`src/rtl/stage_ex_muldiv_pkg.sv`:
```
// Shared operator codes, enable levels and state encodings for the iterative
// multiply/divide unit beside the ex stage.
package stage_ex_muldiv_pkg;

  localparam logic RESET_ENABLE  = 1'b1;
  localparam logic WRITE_ENABLE  = 1'b1;
  localparam logic WRITE_DISABLE = 1'b0;

  localparam logic [7:0] OPERATOR_MULT  = 8'h18;
  localparam logic [7:0] OPERATOR_MULTU = 8'h19;
  localparam logic [7:0] OPERATOR_DIV   = 8'h1a;
  localparam logic [7:0] OPERATOR_DIVU  = 8'h1b;
  localparam logic [7:0] OPERATOR_MADD  = 8'h20;
  localparam logic [7:0] OPERATOR_MADDU = 8'h21;
  localparam logic [7:0] OPERATOR_MSUB  = 8'h22;
  localparam logic [7:0] OPERATOR_MSUBU = 8'h23;

  typedef enum logic [2:0] {
    MULDIV_STATE_IDLE = 3'd0,
    MULDIV_STATE_MUL  = 3'd1,
    MULDIV_STATE_DIV  = 3'd2,
    MULDIV_STATE_FIX  = 3'd3,
    MULDIV_STATE_DONE = 3'd4
  } muldiv_state_e;

  function automatic logic is_madd_op(input logic [7:0] op);
    return (op == OPERATOR_MADD) || (op == OPERATOR_MADDU);
  endfunction

  function automatic logic is_msub_op(input logic [7:0] op);
    return (op == OPERATOR_MSUB) || (op == OPERATOR_MSUBU);
  endfunction

  function automatic logic is_mul_op(input logic [7:0] op);
    return (op == OPERATOR_MULT) || (op == OPERATOR_MULTU) || is_madd_op(op) || is_msub_op(op);
  endfunction

  function automatic logic is_div_op(input logic [7:0] op);
    return (op == OPERATOR_DIV) || (op == OPERATOR_DIVU);
  endfunction

  function automatic logic is_signed_op(input logic [7:0] op);
    return (op == OPERATOR_MULT) || (op == OPERATOR_DIV) ||
           (op == OPERATOR_MADD) || (op == OPERATOR_MSUB);
  endfunction

endpackage

```
`src/rtl/stage_ex_muldiv_if.sv`:
```
// Request/result bundle between the ex stage (master) and the mul/div unit (slave).
interface stage_ex_muldiv_if #(
  parameter int WIDTH = 32
);
  logic             start;
  logic [7:0]       operator;
  logic [WIDTH-1:0] operand_a;
  logic [WIDTH-1:0] operand_b;
  logic [WIDTH-1:0] hi_i;
  logic [WIDTH-1:0] lo_i;
  logic             cancel;
  logic             stall_request;
  logic             busy;
  logic             done;
  logic             register_hi_write_enable;
  logic             register_lo_write_enable;
  logic [WIDTH-1:0] register_hi_write_data;
  logic [WIDTH-1:0] register_lo_write_data;

  modport master (
    output start, operator, operand_a, operand_b, hi_i, lo_i, cancel,
    input  stall_request, busy, done,
           register_hi_write_enable, register_lo_write_enable,
           register_hi_write_data, register_lo_write_data
  );

  modport slave (
    input  start, operator, operand_a, operand_b, hi_i, lo_i, cancel,
    output stall_request, busy, done,
           register_hi_write_enable, register_lo_write_enable,
           register_hi_write_data, register_lo_write_data
  );
endinterface

```
`src/rtl/stage_ex_muldiv_divider.sv`:
```
// Unsigned restoring divider: one quotient bit per step, dividend shifted out of
// the quotient register as quotient bits shift in.
module restoring_divider
  import stage_ex_muldiv_pkg::*;
#(
  parameter int WIDTH = 32
) (
  input  logic             clock,
  input  logic             reset,
  input  logic             load,
  input  logic             step,
  input  logic [WIDTH-1:0] dividend,
  input  logic [WIDTH-1:0] divisor,
  output logic [WIDTH-1:0] quotient,
  output logic [WIDTH-1:0] remainder
);

  logic [WIDTH-1:0] quotient_q;
  logic [WIDTH-1:0] remainder_q;
  logic [WIDTH-1:0] divisor_q;
  logic [WIDTH:0]   shifted;
  logic [WIDTH:0]   difference;
  logic             fits;

  // The partial remainder stays below the divisor, so the top bit of the trial
  // subtraction is a clean borrow flag.
  assign shifted    = {remainder_q, quotient_q[WIDTH-1]};
  assign difference = shifted - {1'b0, divisor_q};
  assign fits       = ~difference[WIDTH];

  always_ff @(posedge clock) begin
    if (reset == RESET_ENABLE) begin
      quotient_q  <= '0;
      remainder_q <= '0;
      divisor_q   <= '0;
    end else if (load) begin
      quotient_q  <= dividend;
      remainder_q <= '0;
      divisor_q   <= divisor;
    end else if (step) begin
      quotient_q  <= {quotient_q[WIDTH-2:0], fits};
      remainder_q <= fits ? difference[WIDTH-1:0] : shifted[WIDTH-1:0];
    end
  end

  assign quotient  = quotient_q;
  assign remainder = remainder_q;

endmodule

```
`src/rtl/stage_ex_muldiv.sv`:
```
// Iterative multiply/divide unit beside ex: computes new hi/lo for MULT*, DIV*,
// MADD* and MSUB* using magnitude arithmetic with a one-cycle sign fix-up.
module stage_ex_muldiv
  import stage_ex_muldiv_pkg::*;
#(
  parameter int WIDTH = 32
) (
  input logic              clock,
  input logic              reset,
  stage_ex_muldiv_if.slave bus
);

  localparam int CW = $clog2(WIDTH) + 1;

  muldiv_state_e      state;
  muldiv_state_e      state_next;
  logic [CW-1:0]      count;
  logic [7:0]         op_q;
  logic [WIDTH-1:0]   hi_q;
  logic [WIDTH-1:0]   lo_q;
  logic [WIDTH-1:0]   mcand_q;
  logic [2*WIDTH-1:0] acc_q;
  logic               neg_result_q;
  logic               neg_rem_q;
  logic [WIDTH-1:0]   result_hi_q;
  logic [WIDTH-1:0]   result_lo_q;

  logic               op_is_mul;
  logic               op_is_div;
  logic               op_is_signed;
  logic               start_valid;
  logic               accept;
  logic               divide_by_zero;
  logic               count_last;
  logic               a_neg;
  logic               b_neg;
  logic [WIDTH-1:0]   a_mag;
  logic [WIDTH-1:0]   b_mag;
  logic [WIDTH:0]     mul_sum;
  logic [2*WIDTH-1:0] acc_next;
  logic [2*WIDTH-1:0] hilo_q;
  logic [2*WIDTH-1:0] product_fixed;
  logic [2*WIDTH-1:0] mul_final;
  logic [WIDTH-1:0]   quotient;
  logic [WIDTH-1:0]   remainder;
  logic [WIDTH-1:0]   quotient_fixed;
  logic [WIDTH-1:0]   remainder_fixed;
  logic               div_load;
  logic               div_step;

  assign op_is_mul      = is_mul_op(bus.operator);
  assign op_is_div      = is_div_op(bus.operator);
  assign op_is_signed   = is_signed_op(bus.operator);
  assign start_valid    = bus.start && (op_is_mul || op_is_div);
  assign accept         = (state == MULDIV_STATE_IDLE) && start_valid && !bus.cancel;
  assign divide_by_zero = op_is_div && (bus.operand_b == '0);
  assign count_last     = (count == CW'(WIDTH - 1));

  assign a_neg = op_is_signed && bus.operand_a[WIDTH-1];
  assign b_neg = op_is_signed && bus.operand_b[WIDTH-1];
  assign a_mag = a_neg ? -bus.operand_a : bus.operand_a;
  assign b_mag = b_neg ? -bus.operand_b : bus.operand_b;

  // Shift-add: the low half of the accumulator starts as the multiplier and is
  // consumed LSB first while the partial product grows into the high half.
  assign mul_sum  = {1'b0, acc_q[2*WIDTH-1:WIDTH]} + (acc_q[0] ? {1'b0, mcand_q} : '0);
  assign acc_next = {mul_sum, acc_q[WIDTH-1:1]};

  assign hilo_q          = {hi_q, lo_q};
  assign product_fixed   = neg_result_q ? -acc_q : acc_q;
  assign quotient_fixed  = neg_result_q ? -quotient : quotient;
  assign remainder_fixed = neg_rem_q ? -remainder : remainder;

  always_comb begin
    mul_final = product_fixed;
    if (is_madd_op(op_q)) begin
      mul_final = hilo_q + product_fixed;
    end else if (is_msub_op(op_q)) begin
      mul_final = hilo_q - product_fixed;
    end
  end

  assign div_load = accept && op_is_div && !divide_by_zero;
  assign div_step = (state == MULDIV_STATE_DIV);

  restoring_divider #(
    .WIDTH(WIDTH)
  ) u_divider (
    .clock    (clock),
    .reset    (reset),
    .load     (div_load),
    .step     (div_step),
    .dividend (a_mag),
    .divisor  (b_mag),
    .quotient (quotient),
    .remainder(remainder)
  );

  always_ff @(posedge clock) begin
    if (reset == RESET_ENABLE) begin
      state <= MULDIV_STATE_IDLE;
    end else begin
      state <= state_next;
    end
  end

  // Cancel outranks everything, including the DONE strobe of the same cycle.
  always_comb begin
    state_next                   = state;
    bus.stall_request            = 1'b0;
    bus.busy                     = 1'b0;
    bus.done                     = 1'b0;
    bus.register_hi_write_enable = WRITE_DISABLE;
    bus.register_lo_write_enable = WRITE_DISABLE;
    bus.register_hi_write_data   = '0;
    bus.register_lo_write_data   = '0;

    if (bus.cancel) begin
      state_next = MULDIV_STATE_IDLE;
    end else begin
      case (state)
        MULDIV_STATE_IDLE: begin
          if (start_valid) begin
            if (op_is_mul) begin
              state_next = MULDIV_STATE_MUL;
            end else if (divide_by_zero) begin
              state_next = MULDIV_STATE_DONE;
            end else begin
              state_next = MULDIV_STATE_DIV;
            end
          end
        end
        MULDIV_STATE_MUL,
        MULDIV_STATE_DIV: begin
          if (count_last) begin
            state_next = MULDIV_STATE_FIX;
          end
        end
        MULDIV_STATE_FIX:  state_next = MULDIV_STATE_DONE;
        MULDIV_STATE_DONE: state_next = MULDIV_STATE_IDLE;
        default:           state_next = MULDIV_STATE_IDLE;
      endcase
    end

    if (reset != RESET_ENABLE) begin
      bus.busy          = (state != MULDIV_STATE_IDLE);
      bus.stall_request = ((state == MULDIV_STATE_IDLE) && start_valid) ||
                          (state == MULDIV_STATE_MUL) ||
                          (state == MULDIV_STATE_DIV) ||
                          (state == MULDIV_STATE_FIX);
      if ((state == MULDIV_STATE_DONE) && !bus.cancel) begin
        bus.done                     = 1'b1;
        bus.register_hi_write_enable = WRITE_ENABLE;
        bus.register_lo_write_enable = WRITE_ENABLE;
        bus.register_hi_write_data   = result_hi_q;
        bus.register_lo_write_data   = result_lo_q;
      end
    end
  end

  always_ff @(posedge clock) begin
    if (reset == RESET_ENABLE) begin
      count        <= '0;
      op_q         <= '0;
      hi_q         <= '0;
      lo_q         <= '0;
      mcand_q      <= '0;
      acc_q        <= '0;
      neg_result_q <= 1'b0;
      neg_rem_q    <= 1'b0;
      result_hi_q  <= '0;
      result_lo_q  <= '0;
    end else begin
      case (state)
        MULDIV_STATE_IDLE: begin
          if (accept) begin
            count        <= '0;
            op_q         <= bus.operator;
            hi_q         <= bus.hi_i;
            lo_q         <= bus.lo_i;
            mcand_q      <= a_mag;
            acc_q        <= {{WIDTH{1'b0}}, b_mag};
            neg_result_q <= a_neg ^ b_neg;
            neg_rem_q    <= a_neg;
            if (divide_by_zero) begin
              result_hi_q <= bus.operand_a;
              result_lo_q <= '1;
            end
          end
        end
        MULDIV_STATE_MUL: begin
          acc_q <= acc_next;
          count <= count + 1'b1;
        end
        MULDIV_STATE_DIV: begin
          count <= count + 1'b1;
        end
        MULDIV_STATE_FIX: begin
          if (is_div_op(op_q)) begin
            result_hi_q <= remainder_fixed;
            result_lo_q <= quotient_fixed;
          end else begin
            {result_hi_q, result_lo_q} <= mul_final;
          end
        end
        default: begin
        end
      endcase
    end
  end

endmodule
```
`src/flat_wrapper.sv`:
```
// flat-port wrapper written by rule: the top's interface ports become plain ports
module stage_ex_muldiv_flat import stage_ex_muldiv_pkg::*;
#(
  parameter int WIDTH = 32
)
  (clock, reset, bus_start, bus_operator, bus_operand_a, bus_operand_b, bus_hi_i, bus_lo_i, bus_cancel, bus_stall_request, bus_busy, bus_done, bus_register_hi_write_enable, bus_register_lo_write_enable, bus_register_hi_write_data, bus_register_lo_write_data);
  stage_ex_muldiv_if #(.WIDTH(WIDTH)) bus_i ();
  input logic clock;
  input logic reset;
  input wire logic [$bits(bus_i.start)-1:0] bus_start;
  input wire logic [$bits(bus_i.operator)-1:0] bus_operator;
  input wire logic [$bits(bus_i.operand_a)-1:0] bus_operand_a;
  input wire logic [$bits(bus_i.operand_b)-1:0] bus_operand_b;
  input wire logic [$bits(bus_i.hi_i)-1:0] bus_hi_i;
  input wire logic [$bits(bus_i.lo_i)-1:0] bus_lo_i;
  input wire logic [$bits(bus_i.cancel)-1:0] bus_cancel;
  output wire logic [$bits(bus_i.stall_request)-1:0] bus_stall_request;
  output wire logic [$bits(bus_i.busy)-1:0] bus_busy;
  output wire logic [$bits(bus_i.done)-1:0] bus_done;
  output wire logic [$bits(bus_i.register_hi_write_enable)-1:0] bus_register_hi_write_enable;
  output wire logic [$bits(bus_i.register_lo_write_enable)-1:0] bus_register_lo_write_enable;
  output wire logic [$bits(bus_i.register_hi_write_data)-1:0] bus_register_hi_write_data;
  output wire logic [$bits(bus_i.register_lo_write_data)-1:0] bus_register_lo_write_data;
  assign bus_i.start = bus_start;
  assign bus_i.operator = bus_operator;
  assign bus_i.operand_a = bus_operand_a;
  assign bus_i.operand_b = bus_operand_b;
  assign bus_i.hi_i = bus_hi_i;
  assign bus_i.lo_i = bus_lo_i;
  assign bus_i.cancel = bus_cancel;
  assign bus_stall_request = bus_i.stall_request;
  assign bus_busy = bus_i.busy;
  assign bus_done = bus_i.done;
  assign bus_register_hi_write_enable = bus_i.register_hi_write_enable;
  assign bus_register_lo_write_enable = bus_i.register_lo_write_enable;
  assign bus_register_hi_write_data = bus_i.register_hi_write_data;
  assign bus_register_lo_write_data = bus_i.register_lo_write_data;
  stage_ex_muldiv #(.WIDTH(WIDTH)) u_core (.clock(clock), .reset(reset), .bus(bus_i));
endmodule
```
`config.mk`:
```
export PLATFORM = sky130hd
export DESIGN_NAME = stage_ex_muldiv_flat
export DESIGN_NICKNAME = d
export VERILOG_FILES = /design/src/rtl/stage_ex_muldiv_pkg.sv /design/src/rtl/stage_ex_muldiv_if.sv /design/src/rtl/stage_ex_muldiv_divider.sv /design/src/rtl/stage_ex_muldiv.sv /design/src/flat_wrapper.sv
export SDC_FILE = /design/constraint.sdc
export NUM_CORES = 1
export LEC_CHECK = 0
export BUFFER_PORTS_ARGS = -buffer_cell sky130_fd_sc_hd__buf_2
export CORE_MARGIN = 2
export CORE_UTILIZATION = 60
export DETAILED_ROUTE_END_ITERATION = 8
export PLACE_DENSITY_LB_ADDON = 0.1
export SLEW_MARGIN = 20
export SYNTH_ARGS = -nofsm -noshare
export SYNTH_HDL_FRONTEND = slang
export SYNTH_SLANG_ARGS = --single-unit
```
`constraint.sdc`:
```
create_clock -name clock -period 7.4 [get_ports clock]
set_input_delay 0.37 -clock clock [delete_from_list [all_inputs] [get_ports clock]]
set_output_delay 0.37 -clock clock [all_outputs]
set_load 0.05 [all_outputs]
```
; ---- Word-level counts from Yosys, hierarchy flattened
; Index checks and enable logic that the tools add are counted.
[classes]
addsub = 10
eq_ne = 23
muxes = 36
n_bitwise = 2
n_reduce_logical = 42
[op_table]
columns = operator, n
row1 = two-way mux 32 bit, 18
row2 = two-way mux 64 bit, 4
row3 = negation 32 bit, 4
row4 = one-hot mux 32 bit (2 select lines), 2
row5 = one-hot mux 64 bit (2 select lines), 1
row6 = adder 64 bit, 1
row7 = "equality test 8 x 6 -> 1 bit, second input constant", 8
row8 = negation 64 bit, 1
row9 = subtractor 64 bit, 1
row10 = "equality test 8 x 5 -> 1 bit, second input constant", 6
row11 = adder 32 x 33 -> 33 bit, 1
row12 = subtractor 33 x 32 -> 33 bit, 1
row13 = zero test 32 bit, 1
row14 = logical OR 1 bit, 16
row15 = two-way mux 3 bit, 4
row16 = one-hot mux 6 bit (2 select lines), 1
row17 = logical AND 1 bit, 9
row18 = one-hot mux 3 bit (3 select lines), 1
row19 = "!= test 2 x 1 -> 1 bit, second input constant", 4
row20 = AND reduction 2 bit, 4
row21 = nonzero test 2 bit, 4
row22 = "adder 6 x 1 -> 6 bit, second input constant", 1
row23 = "equality test 3 x 2 -> 1 bit, second input constant", 2
row24 = "equality test 6 x 5 -> 1 bit, second input constant", 1
row25 = 11 further kinds, 17
[totals]
register_bits = 339
out_inout_bits = 69
wordCells = 127

; ---- Depth between registers and ports, before layout
[logic_depth]
word_depth = 11
depth_mapped = 26

; ---- Cells and area by module
; From an unflattened synthesis, not the netlist that was laid out.
[hier_totals]
cells_unflattened = 4198
hier_area_um2 = 30314.1
[modules_own_cells]
columns = module, n_inst, cells_each, area_per_inst_um2, seq_area_each_um2
row1 = stage_ex_muldiv, 1, 3455, 24285.8, 4844.6
row2 = restoring_divider, 1, 743, 6028.3, 1921.8

; ---- Least setup slack after synthesis
; Ideal clock, no wire load.
[synth_timing]
kind = register to register
from = register u_core.acc_q[10]
to = register u_core.result_hi_q[26]
setup_ps = 59
arrival_ps = 5398
required_time_ps = 7341
setup_slack_ps = 1943
stages_incl_launch_ff = 23
n_path_buf = 2
cell_sequence = dfxtp_1 > or4_4 > or4_4 > buf_6 > nor3_2 > nand2_1 > o31ai_1 > xor2_1 > inv_1 > ha_1 > clkbuf_1 > and3_1 > and2_1 > nand4_1 > a2111oi_0 > nor4_1 > o21ai_0 > nand4_1 > a2111oi_0 > a211oi_1 > a21oi_1 > mux2_2 > nand2_1
[synth_via]
elab_chain_cells = 7
word_cells_on_any_way = 8
classes_between = add/sub: 3 / mux: 5
[synth_rtl]
columns = element, line
row1 = start: declaration, stage_ex_muldiv.sv:22  ; logic [2*WIDTH-1:0] acc_q;
row2 = start signal: assignment, stage_ex_muldiv.sv:182  ; acc_q <= {{WIDTH{1'b0}}, b_mag};
row3 = start signal: assignment, stage_ex_muldiv.sv:192  ; acc_q <= acc_next;
row4 = negation 64 bit, stage_ex_muldiv.sv:70  ; assign product_fixed = neg_result_q ? -acc_q : acc_q;
row5 = two-way mux 64 bit *, stage_ex_muldiv.sv:70
row6 = subtractor 64 bit, stage_ex_muldiv.sv:79  ; mul_final = hilo_q - product_fixed;
row7 = two-way mux 64 bit, stage_ex_muldiv.sv:78  ; end else if (is_msub_op(op_q)) begin
row8 = two-way mux 64 bit *, stage_ex_muldiv.sv:76  ; if (is_madd_op(op_q)) begin
row9 = two-way mux 32 bit *, stage_ex_muldiv.sv:199  ; if (is_div_op(op_q)) begin
row10 = one-hot mux 32 bit (2 select lines) *, stage_ex_muldiv.sv:174  ; case (state)
row11 = end signal: assignment, stage_ex_muldiv.sv:186  ; result_hi_q <= bus.operand_a;
row12 = end signal: assignment, stage_ex_muldiv.sv:200  ; result_hi_q <= remainder_fixed;
row13 = end signal: assignment, stage_ex_muldiv.sv:203  ; {result_hi_q, result_lo_q} <= mul_final;
row14 = end: declaration, stage_ex_muldiv.sv:25  ; logic [WIDTH-1:0] result_hi_q;
; Mark *: on every way between the ends. The rest lies on a longest branch, timed or not.
; A chain may end at the register's enable or synchronous reset.

; ---- Worst setup path after layout
; Ends and elaborated chain as after synthesis.

==> flow_summary.toml <==
[route]
drt_first_pass_iters = 6
final_antenna_net_count = 0
drt_drc_violations_left = 0
detail_route.wirelength_mm = 110.4
route.vias.total = 31310
route.detailed.wl_per_inst_um = 23.35
detail_routed_via_count_per_cell = 6.622
first_iter_violations = 4094

[floorplanning]
coreArea_um2 = 47850
floorplan.initialDensity_pct = 60.96
io_pins = 209
die_area_um2 = 50390
height_of_the_die_um = 224.5
die-width_um = 224.5
placement_rows = 80

[synth]
yosys.area_share.simple_pct = 22.68
syn_area_per_cell_um2 = 7.234
synth_xor_xnor_area_share_pct = 8.798
synth-main-ff-cell = "dfxtp_1"
post_synth_num_cell_types = 91
post_synth_mux_area_share_pct = 1.866
synth_compound_gate_area_share_pct = 28.63
synth_warnings = 0
synth_async_sr_flop_share_pct = 0
synth_cells = 4032
post_synth_edffs = 0
ys_seq_area_share_pct = 23.20
synth_nets = 4380
synth_seq_cells = 338
mappedNetlistArea_um2 = 29170
yosys.area_share.adder_pct = 9.025
synth_top_family_by_area = "compound AO/OA/AOI/OAI gates"

[clock_tree]
clk-insertion-delay-late_ns = 0.61
cts_hold_repair.buffers = 11
cts_resized = 0
htree_levels = 2
tritoncts = "built"
cts.repair_timing.setup_buffer_count = 0
cts.root.buffer_cell = "clkbuf_16"
clkTransAtPathRegs_ns = 0.06
cts_buffer_depth = 3
total_cts_buffers = 41
clock-sinks = 338

[finish]
final_area_um2 = 31980
layout_filler_cell_count = 4392
layout-drive-gt1-share_pct = 9.584
finish.cell_count_without_fillers = 4729
flow.area_growth_from_synthesis_pct = 9.652
final_net_count = 4430

[pwr]
relative_contribution_of_combinational_cells_to_total_power_pct = 9.2
power_density_nw_per_um2 = 137.9
seq_power_share_pct = 41.5
finalPower_mw = 4.409
total_switching_power_mw = 1.142
pint_mw = 3.267
vdd.ir_drop.worst_mv = 0.1893
clock_power_share_pct = 49.3
p_sw_share_pct = 25.90
standby_leakage_power_nw = 13.22

[timing]
maxSlewViolCount = 0
finalClockSkew_ns = 0.03098
tightest_slew_ns = 1.100
maxSlewHeadroom_pct = 25.72
final_min_period_over_clock_period_pct = 89.88
setup-violations-final = 0
tns_ns = 0
finalHoldViolCount = 0
post_layout_minimum_cycle_time_ns = 6.651
holdWs_ns = 0.01611
setup_repair_after_global_routing_missed_its_margin = "no"
max_clock_freq_mhz = 150.4

[global_route]
grt_first_pass_wirelength_mm = 166.1
grt_usage_pct = 42.49
largest_net_degree_at_the_start_of_global_routing = 203
grt_pass1_vias = 27760
grt_antenna_before_repair = 4
global_route.overflow_total = 0

[worst_setup_path]
timing.critical_path.to_type = "flop"
critical-path-top-delay-family = "simple AND/OR/NAND/NOR gates"
timing.setup.critical_path_class = "flop to flop"
ff_to_ff_path_depth = 20
regToRegStartpoint = "u_core.acc_q[10]"
critical_path_arrival_ns = 7.19
timing.critical_path.slowest_cell_delay_ns = 0.82
data_required_time_of_the_critical_path_ns = 7.94
worstReg2RegEnd = "u_core.result_hi_q[26]"
crit_path_top_delay_cell = "a2111oi_0"
critPathLaunchType = "flop"
cp_cell_sequence = "or4_4, or4_4, nor3_2, nand2_1, o31ai_1, xor2_1, inv_1, ha_1, and3_1, and2_1, nand4_1, a2111oi_0, nor4_1, o21ai_0, nand4_1, a2111oi_0, a211oi_1, a21oi_1, mux2_2, nand2_1"
worst-r2r-setup-slack_ns = 0.75
timing.critical_path.fanout_max = 10
cp.buffers_inverters = 1

[hold_path]
hold_path_class = "input port to flop"
hold-path-cell-count = 3
min_from = "bus_hi_i[12]"
timing.hold.worst_endpoint = "u_core.hi_q[12]"

[placed_design]
placement.io_buffers = 208
dp_cells = 4643
dpl_cell_area_um2 = 30410
place.gp.congestion = 1.065
post-dp-hpwl_mm = 83.61

[flow_run]
drv_cap = 0

[status]
outcome = "complete, no violations"
worst min-delay path: stages:
cell and delay (ns):
buf_2 0.09, nand2_1 0.04, a21oi_1 0.05
stage by stage:
| step | util (%) | setup WS, ns |
|---|---|---|
| after floorplan | - | 1.943 |
| after global placement | 63.55 | 1.031 |
| after detailed placement | 63.55 | 0.9831 |
| after CTS | 66.81 | 0.9482 |
| after global routing | 66.83 | 0.1920 |
| final | 66.85 | 0.7491 |
final cells by class:
class | instances | area, µm² | area share (%)
Timing Repair Buffer | 260 | 1481 | 4.632
Multi-Input combinational cell | 3247 | 20780 | 64.97
Inverter | 194 | 728.2 | 2.277
Sequential cell | 338 | 6769 | 21.16
Clock buffer | 57 | 1216 | 3.803
Tap cell | 615 | 769.5 | 2.406
Clock inverter | 15 | 231.5 | 0.7237
Antenna cell | 3 | 7.507 | 0.02347
worst max path at each step:
stage,start,to,slack (ns),cells after the start
2_1_floorplan,u_core.acc_q[10],u_core.result_hi_q[26],1.94,22
3_3_place_gp,u_core.acc_q[10],u_core.result_hi_q[26],1.03,20
3_5_place_dp,u_core.acc_q[10],u_core.result_hi_q[26],0.98,20
4_1_cts,u_core.acc_q[10],u_core.result_hi_q[26],0.95,20
5_1_grt,u_core.acc_q[10],u_core.result_hi_q[26],0.19,20
6_report,u_core.acc_q[10],u_core.result_hi_q[26],0.75,20
Yosys cell counts, types with 29 or more instances:
| cell | n | area share [%] |
|---|---|---|
| a211oi_1 | 113 | 2.9 |
| xor2_1 | 125 | 3.8 |
| nand2_1 | 435 | 5.6 |
| nor2_1 | 401 | 5.2 |
| nand2b_1 | 47 | 1.0 |
| clkbuf_1 | 231 | 3.0 |
| o21ai_0 | 218 | 3.7 |
| nor4_1 | 31 | 0.66 |
| a21oi_1 | 429 | 7.4 |
| and2_1 | 117 | 2.5 |
| a22oi_1 | 35 | 0.90 |
| ha_1 | 204 | 8.8 |
| xnor2_1 | 168 | 5.0 |
| nor2b_1 | 31 | 0.66 |
| or4_1 | 29 | 0.75 |
| nand3_1 | 80 | 1.4 |
| o31ai_1 | 77 | 2.0 |
| dfxtp_1 | 338 | 23 |
| o21bai_1 | 38 | 0.98 |
| a221oi_1 | 53 | 1.6 |
| nor3_1 | 99 | 1.7 |
| a21o_1 | 55 | 1.4 |
| a31oi_1 | 42 | 0.90 |
| mux2i_1 | 51 | 1.8 |
| inv_1 | 194 | 2.5 |
metal layers:
| metal | GRT usage, % | vias up | wire (µm) |
|---|---|---|---|
| li1 | - | 14540 | - |
| met1 | 60.23 | 14580 | 46600 |
| met2 | 60.47 | 1868 | 44140 |
| met3 | 11.14 | 325 | 14510 |
| met4 | 17.97 | 4 | 5142 |
| met5 | 0 | - | 27 |
cells by family after synthesis:
family,after synthesis
xor+xnor,293
flops,338
buf+inv,447
mux,54
compound gates,1288
simple gates,1404
fa+ha+maj,208
power groups by stage:
stage          logic, mW  clock network, mW  registers (mW)
3_5_place_dp       0.383                  0            1.87
2_1_floorplan      0.240                  0            1.87
6_report           0.404               2.17            1.83
5_1_grt            0.426               2.25            1.83
3_3_place_gp       0.383                  0            1.87
4_1_cts            0.390               2.18            1.83
flip-flops by register name (all words and copies together), names as in the netlist:
signal and count:
u_core.acc_q 64, u_core.count 6, u_core.hi_q 32, u_core.lo_q 32, u_core.mcand_q 32, u_core.neg_rem_q 1, u_core.neg_result_q 1, u_core.op_q 7
u_core.result_hi_q 32, u_core.result_lo_q 32, u_core.state 3, u_core.u_divider.divisor_q 32, u_core.u_divider.quotient 32, u_core.u_divider.remainder 32
layout by cell type (no fill, tap or decap), types with 28 or more instances in the layout:
master     count
a21oi_1      429
mux2i_1       51
a221oi_1      53
nand2b_1      47
buf_2        207
nor3_1        97
xnor2_1      168
nor2b_1       31
nor4_1        29
ha_1         204
and2_1       116
a211oi_1     113
a21o_1        55
nand3_1       78
a22oi_1       35
o31ai_1       77
or4_1         28
o21bai_1      38
clkbuf_16     41
a31oi_1       42
inv_1        194
dfxtp_1      336
xor2_1       125
nor2_1       397
buf_4         40
nand2_1      435
o21ai_0      218
Note: power is estimated with default switching activity, not from simulation.
